===== src/rtl/bin_to_bcd_serial_pkg.sv =====
// Shared types for the serial double-dabble binary-to-BCD converter:
// FSM state encoding and a helper that sizes the BCD output for a binary width.
package bin_to_bcd_serial_pkg;

    typedef enum logic [1:0] {
        ST_IDLE  = 2'd0,
        ST_SHIFT = 2'd1,
        ST_DONE  = 2'd2
    } state_t;

    // Smallest digit count whose decimal range covers 2^width - 1.
    function automatic int unsigned bcd_digits(input int unsigned width);
        longint unsigned v;
        int unsigned     n;
        v = (64'd1 << width) - 64'd1;
        n = 1;
        while (v >= 64'd10) begin
            v = v / 64'd10;
            n = n + 1;
        end
        return n;
    endfunction

endpackage


===== src/rtl/bcd_add3_column.sv =====
// Combinational double-dabble correction: every BCD nibble >= 5 gets +3,
// with no carry between nibbles.
module bcd_add3_column #(
    parameter int unsigned digits = 3
) (
    input  logic [4*digits-1:0] value,
    output logic [4*digits-1:0] adjusted
);

    always_comb begin
        adjusted = value;
        for (int unsigned i = 0; i < digits; i++) begin
            if (value[4*i +: 4] >= 4'd5) begin
                adjusted[4*i +: 4] = value[4*i +: 4] + 4'd3;
            end
        end
    end

endmodule


===== src/rtl/bin_to_bcd_serial.sv =====
// Serial double-dabble converter, one binary bit per clock, start/busy/done handshake.
// Optional BIN_TO_BCD_AUTO_TRIGGER_EN: self-start whenever bin differs from the last converted value.
module bin_to_bcd_serial
    import bin_to_bcd_serial_pkg::*;
#(
    parameter int unsigned bin_width = 8,
    parameter int unsigned digits    = 3
) (
    input  logic                  clk,
    input  logic                  rst_n,
    input  logic                  start,
    input  logic [bin_width-1:0]  bin,
    output logic                  busy,
    output logic                  done,
    output logic [4*digits-1:0]   bcd
);

    localparam int unsigned BCD_W = 4 * digits;
    localparam int unsigned CNT_W = $clog2(bin_width + 1);

    state_t               state;
    state_t               state_n;
    logic [bin_width-1:0] shreg;
    logic [bin_width-1:0] shreg_n;
    logic [BCD_W-1:0]     scratch;
    logic [BCD_W-1:0]     scratch_n;
    logic [BCD_W-1:0]     adjusted;
    logic [BCD_W-1:0]     shifted;
    logic [BCD_W-1:0]     bcd_n;
    logic [CNT_W-1:0]     cnt;
    logic [CNT_W-1:0]     cnt_n;
    logic                 take;
    logic                 capture;

    bcd_add3_column #(.digits(digits)) u_add3 (
        .value    (scratch),
        .adjusted (adjusted)
    );

    // Corrected scratch shifted left with the next binary MSB entering bit 0.
    assign shifted = (adjusted << 1) | {{(BCD_W-1){1'b0}}, shreg[bin_width-1]};

`ifdef BIN_TO_BCD_AUTO_TRIGGER_EN
    logic [bin_width-1:0] last_bin;
    logic                 last_valid;
    logic                 auto_start_c;

    assign auto_start_c = ((state == ST_IDLE) || (state == ST_DONE)) &&
                          (!last_valid || (bin != last_bin));
    assign take = start | auto_start_c;

    // Invalid after reset so the first idle cycle converts whatever bin holds.
    always_ff @(posedge clk or negedge rst_n) begin
        if (!rst_n) begin
            last_bin   <= '1;
            last_valid <= 1'b0;
        end else if (capture) begin
            last_bin   <= bin;
            last_valid <= 1'b1;
        end
    end
`else
    assign take = start;
`endif

    // Next-state and datapath update.
    always_comb begin
        state_n   = state;
        shreg_n   = shreg;
        scratch_n = scratch;
        cnt_n     = cnt;
        bcd_n     = bcd;
        capture   = 1'b0;

        case (state)
            ST_IDLE: begin
                capture = take;
            end
            ST_SHIFT: begin
                scratch_n = shifted;
                shreg_n   = shreg << 1;
                cnt_n     = cnt - CNT_W'(1);
                if (cnt == CNT_W'(1)) begin
                    bcd_n   = shifted;
                    state_n = ST_DONE;
                end
            end
            ST_DONE: begin
                capture = take;
                state_n = ST_IDLE;
            end
            default: begin
                state_n = ST_IDLE;
            end
        endcase

        if (capture) begin
            shreg_n   = bin;
            scratch_n = '0;
            cnt_n     = CNT_W'(bin_width);
            state_n   = ST_SHIFT;
        end
    end

    // State, datapath and registered handshake outputs.
    always_ff @(posedge clk or negedge rst_n) begin
        if (!rst_n) begin
            state   <= ST_IDLE;
            shreg   <= '0;
            scratch <= '0;
            cnt     <= '0;
            bcd     <= '0;
            busy    <= 1'b0;
            done    <= 1'b0;
        end else begin
            state   <= state_n;
            shreg   <= shreg_n;
            scratch <= scratch_n;
            cnt     <= cnt_n;
            bcd     <= bcd_n;
            busy    <= (state_n == ST_SHIFT);
            done    <= (state_n == ST_DONE);
        end
    end

endmodule


===== config.mk =====
export PLATFORM = sky130hd
export DESIGN_NAME = bin_to_bcd_serial
export DESIGN_NICKNAME = d
export VERILOG_FILES = /design/src/rtl/bin_to_bcd_serial_pkg.sv /design/src/rtl/bcd_add3_column.sv /design/src/rtl/bin_to_bcd_serial.sv
export SDC_FILE = /design/constraint.sdc
export NUM_CORES = 1
export LEC_CHECK = 0
export ABC_AREA = 1
export CORE_ASPECT_RATIO = 1.2
export CORE_MARGIN = 10
export CORE_UTILIZATION = 50
export DETAILED_ROUTE_END_ITERATION = 16
export GPL_ROUTABILITY_DRIVEN = 0
export GPL_TIMING_DRIVEN = 0
export HOLD_SLACK_MARGIN = 0.15
export PLACE_DENSITY = 0.84
export SYNTH_ARGS = -nofsm -noshare
export SYNTH_HDL_FRONTEND = slang
export SYNTH_SLANG_ARGS = --single-unit
export TNS_END_PERCENT = 50

===== constraint.sdc =====
create_clock -name clk -period 2.6 [get_ports clk]
set_input_delay 0.52 -clock clk [delete_from_list [all_inputs] [get_ports clk]]
set_output_delay 0.52 -clock clk [all_outputs]
set_load 0.02 [all_outputs]

After elaboration in Yosys (flattened, before gate mapping)
Index checks and enable logic that the tools add are counted.
W data, S select, Z words.
{"block": "word_totals", "register_bits": 40, "input_bits": 11, "output_inout_bits": 14, "word_cells": 37}
{"block": "classes", "muxes": 13, "order_cmp": 3, "bitwise": 1, "n_addsub": 4, "n_reduce_logical": 4, "eq_ne": 5}
{"cell": "$mux W12", "n": 2}
{"cell": "$mux W4", "n": 4}
{"cell": "$mux W8", "n": 2}
{"cell": "$ge A4 B3 Y1 const B", "n": 3}
{"cell": "$or A12 B1 Y12", "n": 1}
{"cell": "$add A4 B2 Y4 const B", "n": 2}
{"cell": "$eq A2 B1 Y1 const B", "n": 2}
{"cell": "$eq A2 B2 Y1 const B", "n": 2}
{"cell": "$eq A4 B1 Y1 const B", "n": 1}
{"cell": "$mux W2", "n": 2}
{"cell": "$pmux W2 S2", "n": 1}
{"cell": "$sub A4 B1 Y4 const B", "n": 1}
{"cell": "$add A3 B2 Y3 const B", "n": 1}
{"cell": "$mux W3", "n": 1}
{"cell": "$logic_not A2 Y1", "n": 1}
{"cell": "$reduce_and A2 Y1", "n": 1}
{"cell": "$reduce_bool A2 Y1", "n": 1}
{"cell": "$reduce_or A2 Y1", "n": 1}
{"cell": "$mux W1", "n": 1}

Logic depth before layout (Yosys ltp)
Gate-level depths: netlist of the first run.
{"block": "logic_depth", "depth_word": 5, "mapped_depth": 8, "mapped_depth_nobuf": 8}

Cells and area by module
A second synthesis of the first run with hierarchy kept.
{"block": "hier_totals", "hier_cells": 245, "hier_area_um2": 1991.9}
{"mod": "bin_to_bcd_serial", "area_each_um2": 1632.8, "cells_each": 179, "seq_area_each_um2": 1001.0, "n_inst": 1}
{"mod": "bcd_add3_column", "area_each_um2": 359.1, "cells_each": 66, "seq_area_each_um2": 0.0, "n_inst": 1}

Worst setup path after synthesis of the first run
Ideal clock, no wire load.
{"block": "synth_timing", "path_kind": "flip-flop to flip-flop", "from": "reg cnt[1]", "to": "reg bcd[8]", "setup_time_ns": 0.118, "slack_ns": 1.384, "period_less_slack_ns": 1.216, "required_ns": 2.482, "stages_incl_launch_ff": 9, "arrival_time_ns": 1.099, "path_buffers": 1, "cell_sequence": "dfrtp_1 > inv_1 > ha_1 > nand3_1 > nor2_4 > inv_2 > buf_6 > nand2_1 > nand2_1"}
{"block": "synth_between", "elab_chain_cells": 2}
{"item": "start, declared", "line_no": "bin_to_bcd_serial.sv:30", "text": "logic [CNT_W-1:0] cnt;"}
{"item": "start signal, assigned", "line_no": "bin_to_bcd_serial.sv:119", "text": "cnt <= cnt_n;"}
{"item": "$eq A4 B1 Y1", "line_no": "bin_to_bcd_serial.sv:83", "text": "if (cnt == CNT_W'(1)) begin"}
{"item": "$reduce_and A2 Y1 (no line)"}
{"item": "end signal, assigned", "line_no": "bin_to_bcd_serial.sv:120", "text": "bcd <= bcd_n;"}
{"item": "end, declared", "line_no": "bin_to_bcd_serial.sv:15", "text": "output logic [4*digits-1:0] bcd"}
No other way between the ends.
A chain may end at the register's enable or synchronous reset.

Worst setup path after layout of the first run
{"block": "layout_timing", "from": "reg bcd[0]", "to": "out bcd[0]"}
No word-level cell between the ends.

==> results of run 1 <==
cells by family (layout without fill, tap and decap cells):
kind of cell,after synthesis,after routing,synth area share
xor+xnor,1,1,0.00460
buf+inv,29,61,0.0703
compound gates,16,16,0.0460
simple gates,131,131,0.301
fa+ha+maj,8,8,0.0525
flops,40,40,0.525
state kept, by name, indices dropped and copies added, names as in the netlist:
register / cells
bcd: 12
busy: 1
cnt: 4
done: 1
scratch: 12
shreg: 8
state: 2
routing by layer:
layer / track usage / share of wire / vias to the layer above / wire length, um
li1: - / - / 788 / -
met1: 0.138 / 0.44 / 734 / 1680
met2: 0.224 / 0.50 / 31 / 1920
met3: 0.0471 / 0.049 / 5 / 186
met4: 0.0525 / 0.014 / 0 / 53
met5: 0 / 0 / - / 0
power by group through the flow:
stage	Clock (uW)	Sequential, uW	Combinational, uW
3_3_place_gp	0	1080	1400
4_1_cts	429	1070	1460
5_1_grt	463	1110	1670
2_1_floorplan	0	1160	917
3_5_place_dp	0	1080	1450
6_report	417	1080	1450
Yosys cell counts (all sizes together):
cell type / n
xnor2: 1
o211ai: 1
nand2: 89
inv: 25
nand4: 7
nor2: 5
nand3: 30
buf: 4
o22ai: 4
o21ai: 11
dfrtp: 40
ha: 8
final cells by class:
type | count | area [um2]
plain buffers | 4 | 37.5
fillers | 338 | 1370
inverters | 25 | 96.3
flip-flops and latches | 40 | 1000
multi-input cells | 156 | 771
clock buffers | 8 | 90.1
well taps | 52 | 65.1
repair buffers | 24 | 235
through the flow:
step / hold WS (ns) / util / instances / setup slack (ns)
global placement: 0.460 / 0.603 / 301 / 0.0428
finish: 0.343 / 0.627 / 309 / 0.799
detailed placement: 0.465 / 0.602 / 301 / 0.911
global route: 0.406 / 0.627 / 309 / 0.736
floorplan: 0.224 / - / 225 / 1.38
CTS: 0.373 / 0.627 / 309 / 0.788
final timing paths:
path | from | to | slack (ns)
setup / recovery | bcd[0]$_DFFE_PN0P_ | bcd[0] | 0.80
hold / removal | rst_n | shreg[0]$_DFFE_PN0P_ | 0.34
setup reg to reg | scratch[4]$_DFFE_PN0P_ | scratch[6]$_DFFE_PN0P_ | 1.23
hold reg to reg | shreg[5]$_DFFE_PN0P_ | shreg[5]$_DFFE_PN0P_ | 0.48
max in group asynchronous | rst_n | bcd[2]$_DFFE_PN0P_ | 1.71
min in group clk | shreg[5]$_DFFE_PN0P_ | shreg[5]$_DFFE_PN0P_ | 0.48
==> key figures, run 1 <==
Global routing
  – Tot GR Track Use: 0.128
  – First-pass GRT wire length: roughly 7 mm
  – Largest net degree at the start of global routing: 41
  – Number of global-route vias before repair: 1558
  – Initial antenna violation count: 0
  – Gr ovfl total: 0

Clock network
  – Clock buffer depth: 2
  – Hold Buf Count CTS: 0
  – CTS tree: yes
  – H-tree levels: 2
  – Post-CTS Setup Repair Bufs: 0
  – Clk sinks: 40
  – Worst-path clk slew: 0.07 ns
  – Root Buffer: clkbuf_8
  – Worst-Skew Late Latency: ~0.29 ns
  – # resized after CTS: 0
  – TritonCTS buffer count: 5

Yosys
  – Top cell type's share of synthesized area: 0.525
  – Register area share after synthesis: 0.525
  – Dominant cell type by area after synthesis: dfrtp_1
  – FF+latch count, synth: 40
  – Mapped cell area: about 0.0019 mm2
  – Synth Area per Inst: between 8 and 9 um2
  – Syn Nets: between 200 and 250
  – Synth top area cells: dfrtp_1 53%, nand2_1 17%, nand3_1 7.9%, ha_1 5.3%, inv_1 4.3%
  – Synth cell types: 18
  – Cell count after synthesis: ~230
  – Yosys warnings: 0

Place
  – Detail Placement HPWL: roughly 2.7 mm
  – Placed inst area: 0.00221 mm2
  – PortBufs: 24

Route
  – WL/cell: about 12 um
  – Vias per cell: approximately 5
  – DR vias: roughly 1.6k
  – Antenna viol nets, final: 0
  – Drt first-iter violations: roughly 160
  – First-pass DRT Iterations: 4
  – Drt drc: 0
  – Routed wire length: approximately 3.8 mm

Cells and area
  – Final nets: around 280
  – Synth-to-Final Area Change: 20.5%
  – Most frequent cells in the layout: 85 x nand2_1, 40 x dfrtp_1, 30 x nand3_1
  – Design area: 0.00230 mm2
  – Commonest non-fill, non-tap cell in the layout: nand2_1
  – N_diodes: 0
  – Proportion of layout cells with a drive suffix above 1: 0.0739

Critical path
  – Buf+Inv Stages, Crit Path: 1
  – CP required: about 2.1 ns
  – Crit. End Element: primary output
  – Worst-path cell chain: clkdlybuf4s50_1
  – Delay of the slowest critical-path stage: roughly 0.62 ns
  – WP depth: 1
  – Slowest-stage cell, CP: clkdlybuf4s50_1
  – CP top delay family: buffers and inverters
  – Startpoint Class: flop
  – Worst path arrival time: 1.28 ns
  – Reg2reg path depth: 8
  – Critical path peak fanout: 2
  – Worst Path Class, Setup: flop to primary output

Timing
  – Clock skew: about 0.0074 ns
  – RSZ-0062 raised after global routing: false
  – Hold Vio Cnt, Final: 0
  – Setup violators final: 0
  – Post-Route Setup TNS: 0 ns
  – Slew HR: 0.415
  – Post-layout min period: about 1.8 ns
  – Max-slew violations: 0
  – Fin crit share: 0.693
  – Max frequency: around 560 MHz
  – Worst Max-Slew Pin Slew: 0.877 ns

Die
  – Num rows: 24
  – Die Footprint: 0.00669 mm2
  – Core region area: about 0.0037 mm2
  – Initial core utilization: 0.520
  – Die height: 87.6 um
  – Io pins: 25
  – Die Wd: 76.4 um

Power
  – Leak: roughly 0.0012 uW
  – Power density cells: around 1300 mW/mm2
  – Switching pwr: between 1000 and 1500 uW
  – Power, Total: roughly 3000 uW
  – Max VDD drop: 0.000640 V
  – Clock power share: 0.142
  – Combinational share of power: 0.492
  – Reg power frac: 0.366
  – Sw frac: 0.426
  – Internal power: about 1700 uW

Outcome
  – Outcome: complete, no violations

Job
  – Max-cap violations: 0

Worst hold path
  – Path type of the worst min-delay path: primary input to asynchronous set/reset pin
(Power assumes the default switching activity.)
==> run 2: changes to the inputs <==
Clock period 2.6 ns to 1.68 ns, I/O delays scaled along.
==> results of run 2 <==
Same layout as run 1 (identical final DEF). Status: complete, no violations.
Main changes from that run: setup slack after placement 0.911 ns -> 0.175 ns; setup slack after layout 0.799 ns -> 0.0631 ns; hold slack 0.343 ns -> 0.159 ns; register-to-register setup slack 1.23 ns -> 0.31 ns; total power 2940 uW -> 4550 uW; worst IR drop on VDD 0.000640 V -> 0.000990 V
==> run 3: changes to the inputs <==
Settings changed: CORE_MARGIN 10 to not set.
==> key figures, run 3 (synthesis results as in run 1) <==
Clock network
  – Root Buffer: clkbuf_8
  – Clk sinks: 40
  – Clock buffer depth: 2
  – Post-CTS Setup Repair Bufs: 0
  – CTS tree: yes
  – Worst-path clk slew: roughly 0.070 ns
  – # resized after CTS: 0
  – TritonCTS buffer count: 5
  – Worst-Skew Late Latency: 0.29 ns
  – Hold Buf Count CTS: 0
  – H-tree levels: 2

Die
  – Initial core utilization: 0.524
  – Die height: around 70 um
  – Core region area: approximately 0.0036 mm2
  – Io pins: 25
  – Num rows: 24
  – Die Wd: 58.4 um
  – Die Footprint: 0.00406 mm2

Critical path
  – Buf+Inv Stages, Crit Path: 1
  – Worst path arrival time: about 1.3 ns
  – Critical path peak fanout: 2
  – Worst Path Class, Setup: flop to primary output
  – Slowest-stage cell, CP: clkdlybuf4s50_1
  – CP top delay family: buffers and inverters
  – Startpoint Class: flop
  – Delay of the slowest critical-path stage: roughly 0.61 ns
  – CP required: roughly 1.3 ns
  – Crit. End Element: primary output
  – Worst-path cell chain: clkdlybuf4s50_1

Route
  – Drt first-iter violations: 98
  – Drt drc: 0
  – First-pass DRT Iterations: 4
  – DR WL met2: between 1.5 and 2 mm
  – Routed wire length: 3.56 mm
  – Met3 Routed Length: roughly 130 um
  – Max Used Layer: met4
  – Met1 Wirelength: between 1.5 and 2 mm
  – Vias per cell: approximately 5.0
  – DR vias: between 1.5k and 2k
  – Antenna viol nets, final: 0
  – WL/cell: about 12 um

Cells and area
  – Biggest registers after layout: bcd: 12 flops, scratch: 12 flops, shreg: 8 flops
  – Most frequent cells in the layout: 85 x nand2_1, 40 x dfrtp_1, 30 x nand3_1
  – Proportion of layout cells with a drive suffix above 1: 0.0739
  – Post-layout util: 0.632
  – Layout Cells excl Fill: about 300
  – N_diodes: 0
  – Synth-to-Final Area Change: 20.5%
  – Final nets: 275
  – Commonest non-fill, non-tap cell in the layout: nand2_1

Global routing
  – Tot GR Track Use: 0.209
  – First-pass GRT wire length: roughly 6.4 mm
  – Initial antenna violation count: 0
  – Largest net degree at the start of global routing: slightly above 40
  – Number of global-route vias before repair: around 1.5k
  – Gr ovfl total: 0

Timing
  – Max-slew violations: 0
  – Hold Vio Cnt, Final: 0
  – Max frequency: just over 600 MHz
  – Post-layout min period: around 1.6 ns
  – Fin crit share: 0.958
  – Setup violators final: 0
  – Post-Route Setup TNS: 0 ns
  – RSZ-0062 raised after global routing: false
  – Slew HR: 0.416
  – Worst Max-Slew Pin Slew: between 0.8 and 0.9 ns
  – Clock skew: around 0.0048 ns

Power
  – Power density cells: between 1500 and 2000 mW/mm2
  – Max VDD drop: between 0.0009 and 0.001 V
  – Power, Total: about 4500 uW
  – Leak: 0.00117 uW

Worst hold path
  – Path type of the worst min-delay path: primary input to asynchronous set/reset pin

Place
  – Placed Instances: 301
  – Detail Placement HPWL: around 2.4 mm
  – PortBufs: 24

Outcome
  – Outcome: complete, no violations

Job
  – Max-cap violations: 0
run 3: through the flow:
stage	instance area, um2	hold WS (ns)	setup WS, ns
global route	2300	0.230	0.0292
floorplan	1910	0.0404	0.464
global placement	2210	0.458	-0.673
detailed placement	2210	0.464	0.167
CTS	2300	0.191	0.0593
finish	2300	0.153	0.0698
run 3: metal layers:
metal,global-route usage,vias up
met2,0.341,29
met5,0,-
met3,0.0560,7
li1,-,789
met1,0.259,718
met4,0.0847,0
run 3: final timing paths:
check,endpoint,slack [ns],start,depth (start not counted)
worst max-delay path,bcd[0],0.07,bcd[0]$_DFFE_PN0P_,1
worst min-delay path,shreg[3]$_DFFE_PN0P_,0.15,rst_n,1
worst max register to register,bcd[5]$_DFFE_PN0P_,0.36,scratch[4]$_DFFE_PN0P_,8
worst min register to register,bcd[6]$_DFFE_PN0P_,0.48,bcd[6]$_DFFE_PN0P_,2
max in group asynchronous,scratch[2]$_DFFE_PN0P_,0.97,rst_n,1
min in group clk,bcd[6]$_DFFE_PN0P_,0.48,bcd[6]$_DFFE_PN0P_,2
run 3: report_power, final:
group | switching (uW) | leakage, uW | internal [uW] | total (uW)
Combinational | 1350 | 0.000619 | 873 | 2220
Sequential | 270 | 0.000501 | 1400 | 1670
Clock | 316 | 0.0000455 | 335 | 650
Total | 1930 | 0.00117 | 2610 | 4540
run 3: final cells by class:
cell class / instances / area (um2)
fill: 305 / 1340
sequential: 40 / 1000
multi-input combinational: 156 / 771
timing repair buffer: 24 / 235
inverter: 25 / 96.3
clock buffer: 8 / 90.1
tap: 52 / 65.1
buffer: 4 / 37.5
